[config.mk]
export PLATFORM = sky130hd
export DESIGN_NAME = trgt_sut_upload_buf
export DESIGN_NICKNAME = d
export VERILOG_FILES = /design/src/rtl/trgt_sut_upload_buf.sv
export SDC_FILE = /design/constraint.sdc
export NUM_CORES = 1
export LEC_CHECK = 0
export CORE_ASPECT_RATIO = 1.4
export CORE_MARGIN = 2
export CORE_UTILIZATION = 50
export DETAILED_ROUTE_END_ITERATION = 8
export PLACE_DENSITY = 0.72
export SKIP_LAST_GASP = 1
export SLEW_MARGIN = 25
export SYNTH_ARGS = -nofsm -noshare
export SYNTH_HDL_FRONTEND = slang
export SYNTH_SLANG_ARGS = --single-unit
[constraint.sdc]
create_clock -name clk_i -period 5.5 [get_ports clk_i]
set_input_delay 1.65 -clock clk_i [delete_from_list [all_inputs] [get_ports clk_i]]
set_output_delay 1.65 -clock clk_i [all_outputs]
set_load 0.005 [all_outputs]
[src/rtl/trgt_sut_upload_buf.sv]
// Upload buffer for target-side SUT results: samples {valid, data} plus a sequence tag on
// mission-clock rising edges, queues them, and hands them to the transport put path.
module trgt_sut_upload_buf #(
    parameter int DEPTH         = 4,
    parameter int FREEZE_MARGIN = 1,
    parameter int WDOG_LIMIT    = 8
) (
    input  logic                     clk_i,
    input  logic                     rst_i,
    input  logic                     clk_mis_h,
    input  logic                     cap_en_i,
    input  logic                     sut_valid_i,
    input  logic [7:0]               sut_data_i,
    output logic                     up_vld_o,
    input  logic                     up_rdy_i,
    output logic [8:0]               up_data_o,
    output logic [7:0]               up_seq_o,
    output logic                     freeze_o,
    output logic                     ovf_err_o,
    output logic                     wdog_err_o,
    input  logic                     err_clr_i,
    input  logic                     flush_i,
    output logic [$clog2(DEPTH):0]   count_o,
    output logic [1:0]               dbg_state_o
);
    localparam int AW = $clog2(DEPTH);
    localparam int CW = AW + 1;
    localparam int WW = $clog2(WDOG_LIMIT + 1);
    localparam logic [AW-1:0] PTR_ONE   = 1;
    localparam logic [CW-1:0] CNT_ONE   = 1;
    localparam logic [CW-1:0] CNT_FULL  = CW'(DEPTH);
    localparam logic [CW-1:0] FREEZE_AT = CW'(DEPTH - FREEZE_MARGIN);
    localparam logic [WW-1:0] WDOG_ONE  = 1;
    localparam logic [WW-1:0] WDOG_LAST = WW'(WDOG_LIMIT - 1);

    typedef enum logic [1:0] {
        ST_IDLE  = 2'd0,
        ST_SEND  = 2'd1,
        ST_STALL = 2'd2
    } state_t;

    logic            clk_mis_d_q;
    logic [7:0]      seq_q;
    logic [16:0]     mem_q [DEPTH];
    logic [AW-1:0]   wr_ptr_q;
    logic [AW-1:0]   rd_ptr_q;
    logic [CW-1:0]   count_q;
    logic [CW-1:0]   count_d;
    state_t          state_q;
    logic [WW-1:0]   wdog_q;
    logic            freeze_q;
    logic            ovf_err_q;
    logic            wdog_err_q;
    logic            mis_edge;
    logic            full;
    logic            push;
    logic            pop;
    logic            drop;

    // Handshake: an entry transfers on any clk_i edge where up_vld_o & up_rdy_i; while
    // up_vld_o is high and up_rdy_i low, up_data_o/up_seq_o hold the same head entry.
    assign up_vld_o = (state_q != ST_IDLE);
    assign pop      = up_vld_o & up_rdy_i;
    assign mis_edge = clk_mis_h & ~clk_mis_d_q & cap_en_i;
    assign full     = (count_q == CNT_FULL);
    assign push     = mis_edge & ~flush_i & (~full | pop);
    assign drop     = mis_edge & ~flush_i & full & ~pop;

    always_comb begin
        count_d = count_q;
        if (flush_i) begin
            count_d = '0;
        end else begin
            count_d = count_q + (push ? CNT_ONE : '0) - (pop ? CNT_ONE : '0);
        end
    end

    always_ff @(posedge clk_i or posedge rst_i) begin
        if (rst_i) begin
            clk_mis_d_q <= 1'b0;
            seq_q       <= '0;
            wr_ptr_q    <= '0;
            rd_ptr_q    <= '0;
            count_q     <= '0;
            freeze_q    <= 1'b0;
            ovf_err_q   <= 1'b0;
        end else begin
            clk_mis_d_q <= clk_mis_h;
            count_q     <= count_d;
            freeze_q    <= (count_d >= FREEZE_AT);
            // seq advances on every edge so dropped or flushed samples leave visible gaps
            if (mis_edge) begin
                seq_q <= seq_q + 8'd1;
            end
            if (flush_i) begin
                wr_ptr_q <= '0;
                rd_ptr_q <= '0;
            end else begin
                if (push) wr_ptr_q <= wr_ptr_q + PTR_ONE;
                if (pop)  rd_ptr_q <= rd_ptr_q + PTR_ONE;
            end
            if (drop) begin
                ovf_err_q <= 1'b1;
            end else if (err_clr_i) begin
                ovf_err_q <= 1'b0;
            end
        end
    end

    always_ff @(posedge clk_i) begin
        if (push) begin
            mem_q[wr_ptr_q] <= {sut_valid_i, sut_data_i, seq_q};
        end
    end

    always_ff @(posedge clk_i or posedge rst_i) begin
        if (rst_i) begin
            state_q    <= ST_IDLE;
            wdog_q     <= '0;
            wdog_err_q <= 1'b0;
        end else begin
            if (err_clr_i) wdog_err_q <= 1'b0;
            if (flush_i) begin
                state_q <= ST_IDLE;
                wdog_q  <= '0;
            end else begin
                case (state_q)
                    ST_IDLE: begin
                        if (count_d != '0) state_q <= ST_SEND;
                    end
                    ST_SEND: begin
                        if (pop) begin
                            wdog_q  <= '0;
                            state_q <= (count_d != '0) ? ST_SEND : ST_IDLE;
                        end else if (wdog_q == WDOG_LAST) begin
                            wdog_q     <= wdog_q + WDOG_ONE;
                            state_q    <= ST_STALL;
                            wdog_err_q <= 1'b1;
                        end else begin
                            wdog_q <= wdog_q + WDOG_ONE;
                        end
                    end
                    ST_STALL: begin
                        if (pop) begin
                            wdog_q  <= '0;
                            state_q <= (count_d != '0) ? ST_SEND : ST_IDLE;
                        end
                    end
                    default: begin
                        state_q <= ST_IDLE;
                        wdog_q  <= '0;
                    end
                endcase
            end
        end
    end

    assign up_data_o   = up_vld_o ? mem_q[rd_ptr_q][16:8] : '0;
    assign up_seq_o    = up_vld_o ? mem_q[rd_ptr_q][7:0]  : '0;
    assign count_o     = count_q;
    assign freeze_o    = freeze_q;
    assign ovf_err_o   = ovf_err_q;
    assign wdog_err_o  = wdog_err_q;
    assign dbg_state_o = state_q;

endmodule

==> run summary, run 1 <==
The flow ran to the end, and the final reports show no timing, DRC or antenna violations. The final clock skew came out at around 0.011 ns. The detailed router used layers up to and including met4. The largest total area in the synthesized netlist belongs to sky130_fd_sc_hd__edfxtp_1. The root cell of the clock tree is sky130_fd_sc_hd__clkbuf_8.

The wire length after detailed routing came out at 6.17 mm. The path class of the lowest-slack min-delay path is flop to flop. For this design the top-level I/O count stands at 42. In the final layout, flip-flops and latches occupy 2670 µm². The antenna diode count came out at 0. The placed instances occupy a cell area of around 4400 µm². The number of nets with antenna violations after routing is 0.

The ratio of total power to cell area is 368 nW/µm². The die area is 8520 µm². The async set or reset register ratio after synthesis is around 27%. The final hold violation count came out at 0. By area the synthesized netlist is led by sky130_fd_sc_hd__edfxtp_1, sky130_fd_sc_hd__dfrtp_1, sky130_fd_sc_hd__mux4_2, sky130_fd_sc_hd__nor2b_1, sky130_fd_sc_hd__ha_1.

The number of maximum-capacitance constraint violations is 0. The all-layer global routing usage came out at between 15 and 20%. The met2 routed wirelength is 3.31 mm. The later-pin clock latency in the skew report came out at between 0.3 and 0.4 ns. The post-synthesis xor/xnor area fraction is under 10%. The final count of negative-setup-slack endpoints is 0. The Yosys warning count is 0. The final number of max-transition violations is 0. STA classifies the critical path endpoint as a flop.

Among all cell types in the netlist, the one instantiated most often is sky130_fd_sc_hd__edfxtp_1. The number of clock buffers inserted by TritonCTS came out at 9. The origin of the critical flop-to-flop path is dbg_state_o[1]. The worst hold-check slack is ~0.54 ns.

After synthesis, the most frequently instantiated cells are sky130_fd_sc_hd__edfxtp_1, sky130_fd_sc_hd__dfrtp_1, sky130_fd_sc_hd__mux4_2, sky130_fd_sc_hd__nor2b_1, sky130_fd_sc_hd__inv_1. Measured against its own limit, the worst slew margin works out to 38.7%. The startpoint-to-endpoint class of the critical path is input pin to flop. The number of different library cells in the post-synthesis netlist is 44. The effective utilization at floorplan is approximately half. The layout net count is about 300. The CTS tree is done. The synthesized design contains 93 register bits. The count of buffers added on input and output ports is 41. The first global-routing pass estimated between 9 and 10 mm of wire. The via count of the routed design came out at between 1500 and 2000. The path depth of the worst reg2reg path came out at 11. The number of antenna violations at the first check in global routing is 0. The number of global-route vias before repair is approximately 2000.

The number of cells upsized or downsized after cts came out at 0. The sink count of the clock tree is slightly above 90. The count of filler cells inserted in the layout is 572. Of the cells placed in the final design, the portion with a size suffix greater than 1 is around 16%.

The leakage power of the design is 1.65 nW. The highest ir drop seen on vdd came out at 0.233 mV. The number of design-rule violations left by the first detailed-router iteration is about 110. The net count after synthesis is 254.

The total negative setup slack is 0 ns. STA classifies the critical path startpoint as an input pin. Of the total synthesized cell area, the portion taken by full adders, half adders and majority gates is approximately 3.3%. After clock tree synthesis, the clock-pin slew on the worst setup and hold paths is 0.08 ns. The number of enable flip-flop cells after synthesis is 68.

The detailed-placement wirelength estimate came out at 3.98 mm. The core utilization of the finished layout is between 60% and 70%. The DRC violation count after routing came out at 0. The fraction of post-synthesis cell area in the top cell type by area came out at a little over half. The routed wirelength normalized by instance count came out at 16.2 µm.

The congestion estimate from routability-driven global placement came to around 0.7. The prevailing post-synth register cell is sky130_fd_sc_hd__edfxtp_1. Post-CTS timing repair inserted 0 buffers for setup.

The wire length on met1 is around 2.5 mm. The first-pass detailed-route iteration total came out at 4. The share of the cycle needed by the critical path after routing came out at about three quarters. Of all nets on the critical path, the largest fanout is 8. The floorplan die width is about 80 µm.

The cell area after synthesis is roughly 3900 µm². The share of synthesized cell area in and, or, nand and nor gates is 8.64%. The cell row count came out at 38. The data required time of the critical path is roughly 5.8 ns. Each instance of the synthesized netlist takes up on average 17.0 µm².

The finished cells cover roughly 4600 µm². The H-tree generated during clock tree synthesis spans 3 levels. The maximum count of clock buffers along a single path is 2. Setup slack on the worst reg-to-reg path comes out at approximately 2.7 ns.

At the pin with the least slew margin, the transition time is 0.919 ns. The area of the multi-input gates is between 1000 and 1500 µm². The die boundary height came out at roughly 110 µm. The multiplexer fraction of the synthesized cell area is ~11%. The total global routing overflow is 0. The floorplan core area is ~7700 µm². Data on the critical path arrives at its endpoint at between 4 and 5 ns. Counting I/O delays and the setup requirement, the final critical path takes approximately 4.2 ns. The worst hold endpoint is ovf_err_o. Along the worst hold path, the cell count comes to 2. In this run the most critical hold path is launched from ovf_err_o. After synthesis, flip-flops and latches occupy 68.5% of the total area. The maximum achievable frequency came out at roughly 0.24 GHz. The maximum number of pins on one net before global-route repair came out at 26. The compound-cell area share of the yosys netlist came out at between 3 and 4%.

After clock tree synthesis, the flow added hold-fix buffers numbering 0. The per-cell via count in the routed design is about 5. The terminus of the critical flop-to-flop path is dbg_state_o[0].

Setup repair after global routing left no endpoint under its margin. The post-placement setup slack came out at ~0.92 ns. Relative to the synthesized area, the layout overhead comes to 19.0%. The met3 layer wire length in the routed design came out at between 200 and 250 µm. The cell count after synthesis came out at 229. The post-layout worst setup margin is around 1.3 ns. After synthesis, the largest family of logic cells by area is multiplexers.
==> how the worst max path moves through the flow <==
stage	from	endpoint	slack, ns	depth (start not counted)
6_report	up_rdy_i	dbg_state_o[0]	1.30	12
5_1_grt	up_rdy_i	dbg_state_o[0]	1.14	12
4_1_cts	up_rdy_i	dbg_state_o[0]	1.31	12
3_5_place_dp	up_rdy_i	dbg_state_o[0]	0.92	12
3_3_place_gp	up_rdy_i	dbg_state_o[0]	1.02	12
2_1_floorplan	up_rdy_i	dbg_state_o[0]	1.65	12
==> state kept, by name (all words and copies together), names as in the netlist <==
name,count
wdog_err_o,1
freeze_o,1
count_o,3
seq_q,8
dbg_state_o,2
wdog_q,4
wr_ptr_q,2
clk_mis_d_q,1
mem_q,68
ovf_err_o,1
rd_ptr_q,2
==> cell type report <==
cell class	count	share of cell area, %
clock buffers	13	4.59
clock inverters	3	0.378
inverters	14	1.13
multi-input cells	113	24.2
flip-flops and latches	93	57.5
well taps	100	2.70
repair buffers	45	9.50
==> routing by layer <==
metal	vias up	track usage, %
li1	951	-
met1	953	18.6
met2	43	27.8
met3	8	5.09
met4	0	6.77
met5	-	0
==> cells by family after synthesis <==
| kind of cell | Yosys count |
|---|---|
| fa+ha+maj | 10 |
| buf+inv | 23 |
| simple gates | 56 |
| xor+xnor | 10 |
| mux | 21 |
| flops | 93 |
| compound gates | 16 |
==> cells in the final DEF (no fill, tap or decap), drive strengths merged, types with 2 or more instances in the layout <==
cell type      synthesis  routed
nand2b                 5       5
and2                   4       4
inv                   14      16
nor3b                  2       2
a21oi                  3       3
xor2                   6       6
nand3b                 3       3
nor3                   4       4
dfrtp                 25      25
o32ai                  2       2
a311oi                 2       2
nand2                  2       2
mux2i                  2       2
xnor2                  3       3
clkbuf                 2      13
edfxtp                68      68
nand3                  4       4
buf                    7       4
o21ai                  3       3
mux4                  17      17
clkdlybuf4s50          0      41
mux2                   2       2
nor2                  10      10
ha                     8       8
nor2b                 17      17
==> through the flow <==
step / std cells / power [mW]
after detailed placement: 365 / 1.24
after global routing: 381 / 1.79
after floorplan: 229 / 1.09
final: 381 / 1.71
after global placement: 365 / 1.23
after CTS: 381 / 1.73
==> report_power, final <==
group	internal (mW)	switching [mW]	total, mW
Sequential	0.812	0.0637	0.876
Combinational	0.206	0.137	0.343
Clock	0.259	0.227	0.486
Total	1.28	0.428	1.71
==> worst max-delay path, stage by stage <==
cell	delay [ns]
sky130_fd_sc_hd__clkdlybuf4s50_1	0.68
sky130_fd_sc_hd__o21ai_2	0.17
sky130_fd_sc_hd__a311oi_2	0.37
sky130_fd_sc_hd__inv_1	0.08
sky130_fd_sc_hd__ha_1	0.27
sky130_fd_sc_hd__inv_1	0.06
sky130_fd_sc_hd__ha_1	0.12
sky130_fd_sc_hd__inv_1	0.05
sky130_fd_sc_hd__fa_1	0.37
sky130_fd_sc_hd__xnor3_1	0.18
sky130_fd_sc_hd__or2_4	0.25
sky130_fd_sc_hd__a221oi_2	0.22
No activity file was read; power rests on OpenSTA's default activity.
==> run 2: changes to the inputs <==
==> constraint.sdc (replaced) <==
create_clock -name clk_i -period 4 [get_ports clk_i]
set_input_delay 1.2 -clock clk_i [delete_from_list [all_inputs] [get_ports clk_i]]
set_output_delay 1.2 -clock clk_i [all_outputs]
set_load 0.005 [all_outputs]
==> run 2 against run 1 <==
  * Non-clock buffer count increased by 7
  * Clock skew decreased by 0.0016 ns
  * Largest cell class unchanged
  * Sequential share of layout area decreased by 0.14 points
  * Critical path type unchanged
  * Largest power group unchanged
  * First-iteration DRC count decreased by 26%
  * Flip-flop and latch count unchanged
  * Total power increased by 33%
  * Critical endpoint unchanged
  * Global-route usage increased by 0.88 points
  * Clock-buffer cell count unchanged
  * Via count increased by 3.5%
  * Final cell count increased by 1.8%
  * Register-to-register slack got worse by 1.4 ns
==> run summary, run 2 (same netlist as run 1, synthesis figures left out) <==
The flow ran to the end, and the final reports show no timing, DRC or antenna violations. The core utilization of the finished layout was 60.7% (+0.15 points). The total global routing overflow came out at 0 (unchanged). The DRC violation count after routing came out at 0 (unchanged). The floorplan die width is 78.6 µm (unchanged). The clock-pin transition on the worst setup and hold timing paths was 0.08 ns (about the same). The wire length of the first global-routing pass is 10.5 mm (+6.4%).

The count of placed standard cells in the final layout, fillers left out is 388 (+1.8%). The post-route cell area came out at 4650 µm² (+0.24%). In this run the most critical hold path is launched from ovf_err_o. The wire length after detailed routing is 6.31 mm (+2.1%).

The layout overhead on the synthesized area came out at 19.3%. Setup repair after global routing left no endpoint under its margin. The number of nets with antenna violations after routing is 0 (unchanged).

The hold-fix buffer count after cts came out at 0 (unchanged). The worst hold-check slack is 0.533 ns (-0.00505 ns). The largest individual stage delay along the critical path comes from the cell sky130_fd_sc_hd__clkdlybuf4s50_1.

In this run the worst setup path begins at clk_mis_h. The biggest cell delay along the critical path is 0.50 ns (-0.18 ns). The maximum count of clock buffers along a single path came out at 2 (unchanged). The detailed-placement wirelength estimate is 4.16 mm (+4.5%). The worst path arrival time came out at 3.74 ns (-0.72 ns). The final clock skew is 0.00935 ns (-0.00164 ns). The final number of max-transition violations came out at 0 (unchanged). Derived from the worst setup path, the maximum achievable clock frequency is roughly 0.29 GHz. The sink count of the clock tree came out at 93 (unchanged). The leading cell type in the layout, fill and taps excluded is sky130_fd_sc_hd__edfxtp_1. The final hold violation count is 0 (unchanged). The die boundary height came to 108 µm (unchanged). The via count of the routed design was 2024 (+3.5%). The worst setup path is captured at a flop. The count of buffers added by post-CTS timing repair for setup is 0 (unchanged). The leakage power of the design is 1.67 nW (+0.86%). The fraction of layout cells with a size suffix above 1 came out at 17.7% (+1.3 points). In the final layout, the registers with the most flip-flops are mem_q (68), seq_q (8), wdog_q (4). Traced cell by cell, the critical path runs through clkdlybuf4s50_1 > nand3b_1 > a311oi_2 > inv_1 > ha_1 > inv_1 > ha_1 > inv_1 > fa_1 > xnor3_1 > or2_4 > a221oi_2.

The final count of negative-setup-slack endpoints came out at 0 (unchanged). The maximum fanout count along the critical path came to 3 (-5). The routed wirelength normalized by instance count is 16.3 µm (+0.30%). The top-level port count is 42 (unchanged). The number of global-route vias before repair is 2113 (+8.0%).

Leaving out fill and tap cells, the most frequent cells in the layout are sky130_fd_sc_hd__edfxtp_1, sky130_fd_sc_hd__clkdlybuf4s50_1, sky130_fd_sc_hd__dfrtp_1, sky130_fd_sc_hd__mux4_2, sky130_fd_sc_hd__nor2b_1. The worst setup path is of the input pin to flop kind. The number of design-rule violations left by the first detailed-router iteration came out at 80 (-26%). The number of cells upsized or downsized after cts is 0 (unchanged).

The all-layer global routing usage came out at 17.0% (+0.88 points). The number of maximum-capacitance constraint violations is 0 (unchanged). The highest ir drop seen on vdd came out at 0.285 mV (+22%). The maximum number of pins on one net before global-route repair is 26 (unchanged). The number of flip-flops under the largest register name is 68 (unchanged). The effective utilization at floorplan came out at 50.9% (unchanged). The slew of the pin with the lowest slew margin is 0.528 ns (-0.391 ns). The ratio of total power to cell area came out at 486 nW/µm² (+32%).

The number of antenna violations at the first check in global routing came out at 0 (unchanged). TritonCTS built the clock tree. The post-layout worst setup margin came to 0.527 ns (-0.774 ns). The reg2reg setup slack is 1.27 ns (-1.42 ns). Dividing the final minimum period by the clock period gives 86.8%. The first-pass detailed-route iteration total is 4 (unchanged).

The headroom to the max-slew limit came out at 64.7% (+26 points). The register ranked first by flip-flop count is mem_q. The endpoint identified for the worst register-to-register timing path is dbg_state_o[0]. The total placed cells including tap cells came to 372 (+1.9%). The floorplan core area came to 7650 µm² (unchanged). On the critical path the largest part of the delay comes from adder cells. The die area is 8520 µm² (unchanged). The placer's final routability congestion estimate came out at 0.704 (-0.59%). The layout net count came to 308 (+2.3%). The cell row count was 38 (unchanged). The maximum level of the CTS H-tree is 3 (unchanged).

The antenna diode count came out at 0 (unchanged). The path depth of the worst reg2reg path was 11 (unchanged). The number of buffer cells added on primary ports was 41 (unchanged). The path with the worst hold slack has its endpoint at ovf_err_o.

The per-cell via count in the routed design is 5.22 (+1.7%). In this run the critical register-to-register path is launched from dbg_state_o[1]. The root cell of the clock tree is sky130_fd_sc_hd__clkbuf_8. The clock period minus worst slack came out at 3.47 ns. The count of buffering cells on the critical path with inverters included came out at 4 (unchanged). The count of filler cells inserted in the layout came out at 572 (unchanged). The path class of the tightest hold or removal check is flop to flop. The total placed instance area is 4460 µm² (+1.2%).

The cell that appears most often on the critical path is sky130_fd_sc_hd__inv_1. The worst hold path cell count came out at 2 (unchanged). The power consumption came out at 2.26 mW (+33%).

The number of clock buffers inserted by TritonCTS came out at 9 (unchanged). The post-placement setup slack came to 0.137 ns (-0.779 ns). STA classifies the critical path startpoint as an input pin. The later-pin clock latency in the skew report is 0.35 ns (about the same). The data required time of the critical path was 4.26 ns (-1.50 ns). The total negative setup slack is 0 ns (unchanged).
run 2: worst max path at each step:
stage,end,cells past startpoint,slack (ns)
CTS,up_seq_o[0],4,0.48
global route,dbg_state_o[0],12,0.30
global placement,dbg_state_o[0],12,0.21
detailed placement,dbg_state_o[0],12,0.14
floorplan,dbg_state_o[0],12,0.60
finish,dbg_state_o[0],12,0.53
run 2: cell type report:
class | count | area (µm²) | share of cell area [%]
clock inverter | 3 | 18.8 | 0.404
tap | 100 | 125 | 2.69
multi-input combinational | 113 | 1120 | 24.1
inverter | 14 | 52.6 | 1.13
sequential | 93 | 2670 | 57.4
clock buffer | 13 | 170 | 3.66
timing repair buffer | 52 | 493 | 10.6
run 2: routing by layer:
metal	part of all wire [%]	track usage (%)
met1	43	20.0
met2	51	29.2
met3	2.9	2.42
met4	2.7	11.0
met5	0	0
run 2: where the power goes:
part	internal, mW	total [mW]	switching [mW]
Clock	0.280	0.583	0.303
Combinational	0.285	0.477	0.192
Sequential	1.12	1.20	0.0838
Total	1.68	2.26	0.578
run 2: worst register-to-register path, delay by kind of cell (launching register included):
kind / cells / cell delay [ns]
compound gates: 3 / 0.67
xor+xnor: 1 / 0.18
fa+ha+maj: 3 / 0.77
buf+inv: 3 / 0.18
flops: 1 / 0.61
simple gates: 1 / 0.25
==> run 3: changes to the inputs <==
--- a/config.mk
+++ b/config.mk
@@ -5,13 +5,14 @@
 export SDC_FILE = /design/constraint.sdc
 export NUM_CORES = 1
 export LEC_CHECK = 0
+export ABC_AREA = 1
 export CORE_ASPECT_RATIO = 1.4
 export CORE_MARGIN = 2
 export CORE_UTILIZATION = 50
 export DETAILED_ROUTE_END_ITERATION = 8
 export PLACE_DENSITY = 0.72
 export SKIP_LAST_GASP = 1
-export SLEW_MARGIN = 25
+export SLEW_MARGIN = 10
 export SYNTH_ARGS = -nofsm -noshare
 export SYNTH_HDL_FRONTEND = slang
 export SYNTH_SLANG_ARGS = --single-unit
==> run 3 against run 2 <==
  * Total power increased by 6.4%
  * Register-to-register slack worse by 0.15 ns
  * Core utilization increased by 0.24 points
  * First-iteration DRC count grew to 2.8 times the previous value
  * Synthesized cell count grew 53%
  * Worst setup slack gained 0.088 ns
  * Area after synthesis up 3.0%
  * Sequential share of layout area decreased by 0.93 points
  * Sequential power hardly changed
  * Die area grew 2.9%
  * Final area up 1.6%
  * Critical endpoint is now up_seq_o[5]
  * Largest cell class unchanged
==> run summary, run 3 <==
In the post-synthesis netlist, the biggest area contributors are sky130_fd_sc_hd__edfxtp_1, sky130_fd_sc_hd__dfrtp_1, sky130_fd_sc_hd__nor2_1, sky130_fd_sc_hd__o21ai_0, sky130_fd_sc_hd__a21oi_1. The path depth of the worst reg2reg path was 15 (+4). The number of clock buffers inserted by TritonCTS is 9 (unchanged). The antenna diode count is 0 (unchanged).

The final count of negative-setup-slack endpoints is 0 (unchanged). The number of design-rule violations left by the first detailed-router iteration was 224 (+180%). The count of buffers added by post-CTS timing repair for setup was 0 (unchanged).

The detailed-placement wirelength estimate came out at 4.53 mm (+9.0%). The number of enable flip-flop cells after synthesis was 68 (unchanged). The startpoint class of the critical path is a flop. The maximum level of the CTS H-tree is 3 (unchanged). The data required time of the critical path was 2.80 ns (-1.46 ns). The post-layout worst setup margin was 0.615 ns (+0.0878 ns). The number of global-route vias before repair is 2521 (+19%). The total negative setup slack is 0 ns (unchanged). The synthesized design spends more area on one cell type than any other, namely sky130_fd_sc_hd__edfxtp_1. The via count of the routed design came to 2632 (+30%). The endpoint identified for the worst register-to-register timing path is dbg_state_o[0]. The die area is 8770 µm² (+2.9%). The worst hold-check slack is 0.513 ns (-0.0195 ns).

The worst hold path belongs to the class flop to flop. The floorplan core area was 7750 µm² (+1.2%). The highest ir drop seen on vdd is 0.374 mV (+31%). The async set or reset register ratio after synthesis was 26.9% (unchanged).

The leading cell type in the layout, fill and taps excluded is sky130_fd_sc_hd__nor2_1. In the final layout, the registers with the most flip-flops are mem_q (68), seq_q (8), wdog_q (4). The count of filler cells inserted in the layout is 614 (+7.3%). The final clock skew is 0.0181 ns (+0.00876 ns). The cell area after synthesis is 4010 µm² (+3.0%). The total placed instance area was 4530 µm² (+1.5%). The maximum fanout count along the critical path is 35 (+32). The worst hold endpoint is wdog_q[1]. The launch instance of the worst min-delay path is wdog_q[1]. The total global routing overflow came to 0 (unchanged). The post-placement setup slack came to 0.275 ns (+0.137 ns).

The routed wirelength normalized by instance count was 14.6 µm (-10%). The worst register-to-register path begins at dbg_state_o[1]. On the critical path the largest part of the delay comes from buffers and inverters. The hold-fix buffer count after cts came out at 0 (unchanged). The first-pass detailed-route iteration total is 4 (unchanged).

By instance count, the cell type seen most on the critical path is sky130_fd_sc_hd__nor2_1. The post-synthesis sequential area ratio came out at 66.5% (-2.0 points). The number of nets with antenna violations after routing is 0 (unchanged). The library cells used most frequently in the layout, excluding fill and tap cells, are sky130_fd_sc_hd__nor2_1, sky130_fd_sc_hd__edfxtp_1, sky130_fd_sc_hd__clkdlybuf4s50_1, sky130_fd_sc_hd__o21ai_0, sky130_fd_sc_hd__nand2_1. The count of buffering cells on the critical path with inverters included is 2 (-2). The layout overhead on the synthesized area is 17.7%. The leakage power of the design is 1.84 nW (+10%). The headroom to the max-slew limit was 36.2% (-29 points). In the synthesized netlist, the cells that appear most often are sky130_fd_sc_hd__nor2_1, sky130_fd_sc_hd__edfxtp_1, sky130_fd_sc_hd__o21ai_0. The final hold violation count is 0 (unchanged). The maximum count of clock buffers along a single path came out at 2 (unchanged). The number of storage elements in the synthesis netlist came out at 93 (unchanged). The clock-pin transition on the worst setup and hold timing paths was 0.09 ns (about the same). The maximum achievable frequency came out at 0.295 GHz (+2.6%). In the synthesized netlist the dominant register cell turns out to be sky130_fd_sc_hd__edfxtp_1. The reg2reg setup slack came out at 1.12 ns (-0.15 ns). The ratio of total power to cell area is 509 nW/µm² (+4.7%).

Setup repair after global routing left no endpoint under its margin. The die boundary height is 110 µm (+1.4%). Among all stages on the critical path, the largest delay is contributed by sky130_fd_sc_hd__clkdlybuf4s50_1. The biggest cell delay along the critical path came out at 0.56 ns (+0.06 ns). The later-pin clock latency in the skew report came out at 0.36 ns (about the same). The number of buffer cells added on primary ports is 41 (unchanged). The final number of max-transition violations came out at 0 (unchanged).

The worst path arrival time came to 2.19 ns (-1.55 ns). The total placed cells including tap cells came out at 488 (+31%). The post-route cell area is 4720 µm² (+1.6%).

The number of flip-flops under the largest register name came to 68 (unchanged). The effective utilization at floorplan came out at 51.8% (+0.89 points). The core utilization of the finished layout came to 61.0% (+0.24 points). The worst hold path cell count came out at 2 (unchanged).

The signal on the critical path passes through buf_4 > nor2_1 > nor2_1 > o21ai_0 > a21oi_1 > clkdlybuf4s50_1. The Yosys warning count is 0 (unchanged). The sink count of the clock tree is 93 (unchanged). The flow ran to the end, and the final reports show no timing, DRC or antenna violations. The synthesized area per cell is 11.4 µm² (-33%).

The wire length after detailed routing came to 7.34 mm (+16%). The share of the cycle needed by the critical path after routing was 84.6% (-2.2 points). The startpoint-to-endpoint class of the critical path is flop to output pin. The number of cells upsized or downsized after cts is 0 (unchanged). The number of antenna violations at the first check in global routing is 0 (unchanged).

The per-cell via count in the routed design came out at 5.22 (+0.11%). The count of placed standard cells in the final layout, fillers left out was 504 (+30%). The DRC violation count after routing was 0 (unchanged).

The synthesized instance count came out at 351 (+53%). CTS placed an instance of sky130_fd_sc_hd__clkbuf_8 at the clock tree root. Ranked by flip-flop count, first place goes to mem_q. The maximum number of pins on one net before global-route repair is 36 (+38%).

The clock period minus worst slack is 3.39 ns (-0.0878 ns). The fraction of layout cells with a size suffix above 1 is 11.9% (-5.8 points). The layout net count is 424 (+38%). The net count after synthesis came out at 376 (+48%).

The slew of the pin with the lowest slew margin was 0.956 ns (+0.428 ns). TritonCTS built the clock tree. The number of maximum-capacitance constraint violations is 0 (unchanged). The placer's final routability congestion estimate came to 0.750 (+6.6%). The number of different library cells in the post-synthesis netlist came out at 30 (-32%). The fraction of post-synthesis cell area in the top cell type by area came out at 50.9% (-1.5 points).

The cell row count came out at 38 (unchanged). The wire length of the first global-routing pass is 11.9 mm (+12%). The power consumption is 2.41 mW (+6.4%). STA classifies the critical path endpoint as an output pin.

The floorplan die width is 79.7 µm (+1.4%). Yosys instantiated no cell more often than sky130_fd_sc_hd__nor2_1. The all-layer global routing usage is 17.8% (+0.82 points).

The top-level port count came out at 42 (unchanged).
-- run 3: cell types whose count changed after synthesis, moves of 10 or more --
cell                      previous run  this run
sky130_fd_sc_hd__nor2b_1            17         0
sky130_fd_sc_hd__mux4_2             17         0
sky130_fd_sc_hd__a21oi_1             3        21
sky130_fd_sc_hd__nor2_1             10        84
sky130_fd_sc_hd__inv_1              14        24
sky130_fd_sc_hd__o21ai_0             2        34
sky130_fd_sc_hd__nand2_1             2        26
-- run 3: worst reg2reg max path, cell delays in order (launching register included) --
cell and delay [ns]:
sky130_fd_sc_hd__dfrtp_1 0.48, sky130_fd_sc_hd__nor2_4 0.55, sky130_fd_sc_hd__nor2_4 0.07, sky130_fd_sc_hd__inv_2 0.10
sky130_fd_sc_hd__nand2_4 0.06, sky130_fd_sc_hd__nand2_4 0.12, sky130_fd_sc_hd__ha_1 0.24, sky130_fd_sc_hd__inv_1 0.05
sky130_fd_sc_hd__ha_1 0.13, sky130_fd_sc_hd__inv_1 0.05, sky130_fd_sc_hd__fa_1 0.48, sky130_fd_sc_hd__nor2_1 0.06
sky130_fd_sc_hd__nor2_1 0.14, sky130_fd_sc_hd__nand4_1 0.10, sky130_fd_sc_hd__nand2_1 0.08, sky130_fd_sc_hd__o21ai_1 0.06
-- run 3: layout make-up --
class / instances / area [µm²] / area share [%]
sequential: 93 / 2670 / 56.5
multi-input combinational: 214 / 1140 / 24.2
timing repair buffer: 49 / 470 / 9.96
clock buffer: 10 / 128 / 2.70
tap: 100 / 125 / 2.65
inverter: 32 / 123 / 2.60
clock inverter: 6 / 68.8 / 1.46
-- run 3: cell families after synthesis --
logic type,after synthesis,synth area share [%]
buffers and inverters,44,5.08
muxes,1,0.281
AOI/OAI and AO/OA,63,8.14
adders and majority gates,9,2.99
xor gates and xnor gates,7,1.53
and+or+nand+nor,134,15.5
DFF,93,66.5
-- run 3: metal layers --
metal  GRT usage [%]  share of wire, %  vias to the layer above
met5               0                 0                        -
met4            6.03               1.1                        0
met3            3.01               4.7                        8
met2            31.5                53                       70
li1                -                 -                     1283
met1            22.2                41                     1271
-- run 3: power by group --
| group | leakage (nW) | internal [mW] | switching (mW) | total [mW] |
|---|---|---|---|---|
| clock network | 0.0977 | 0.295 | 0.322 | 0.617 |
| logic | 0.779 | 0.271 | 0.315 | 0.586 |
| registers | 0.961 | 1.12 | 0.0787 | 1.20 |
| total | 1.84 | 1.69 | 0.715 | 2.41 |
-- run 3: worst max path at each step --
stage / start / to / cells after the start
2_1_floorplan: cap_en_i / dbg_state_o[0] / 13
3_3_place_gp: clk_mis_h / dbg_state_o[0] / 14
3_5_place_dp: clk_mis_h / dbg_state_o[0] / 14
4_1_cts: rd_ptr_q[0] / up_seq_o[5] / 4
5_1_grt: rd_ptr_q[0] / up_seq_o[5] / 6
6_report: rd_ptr_q[0] / up_seq_o[5] / 6
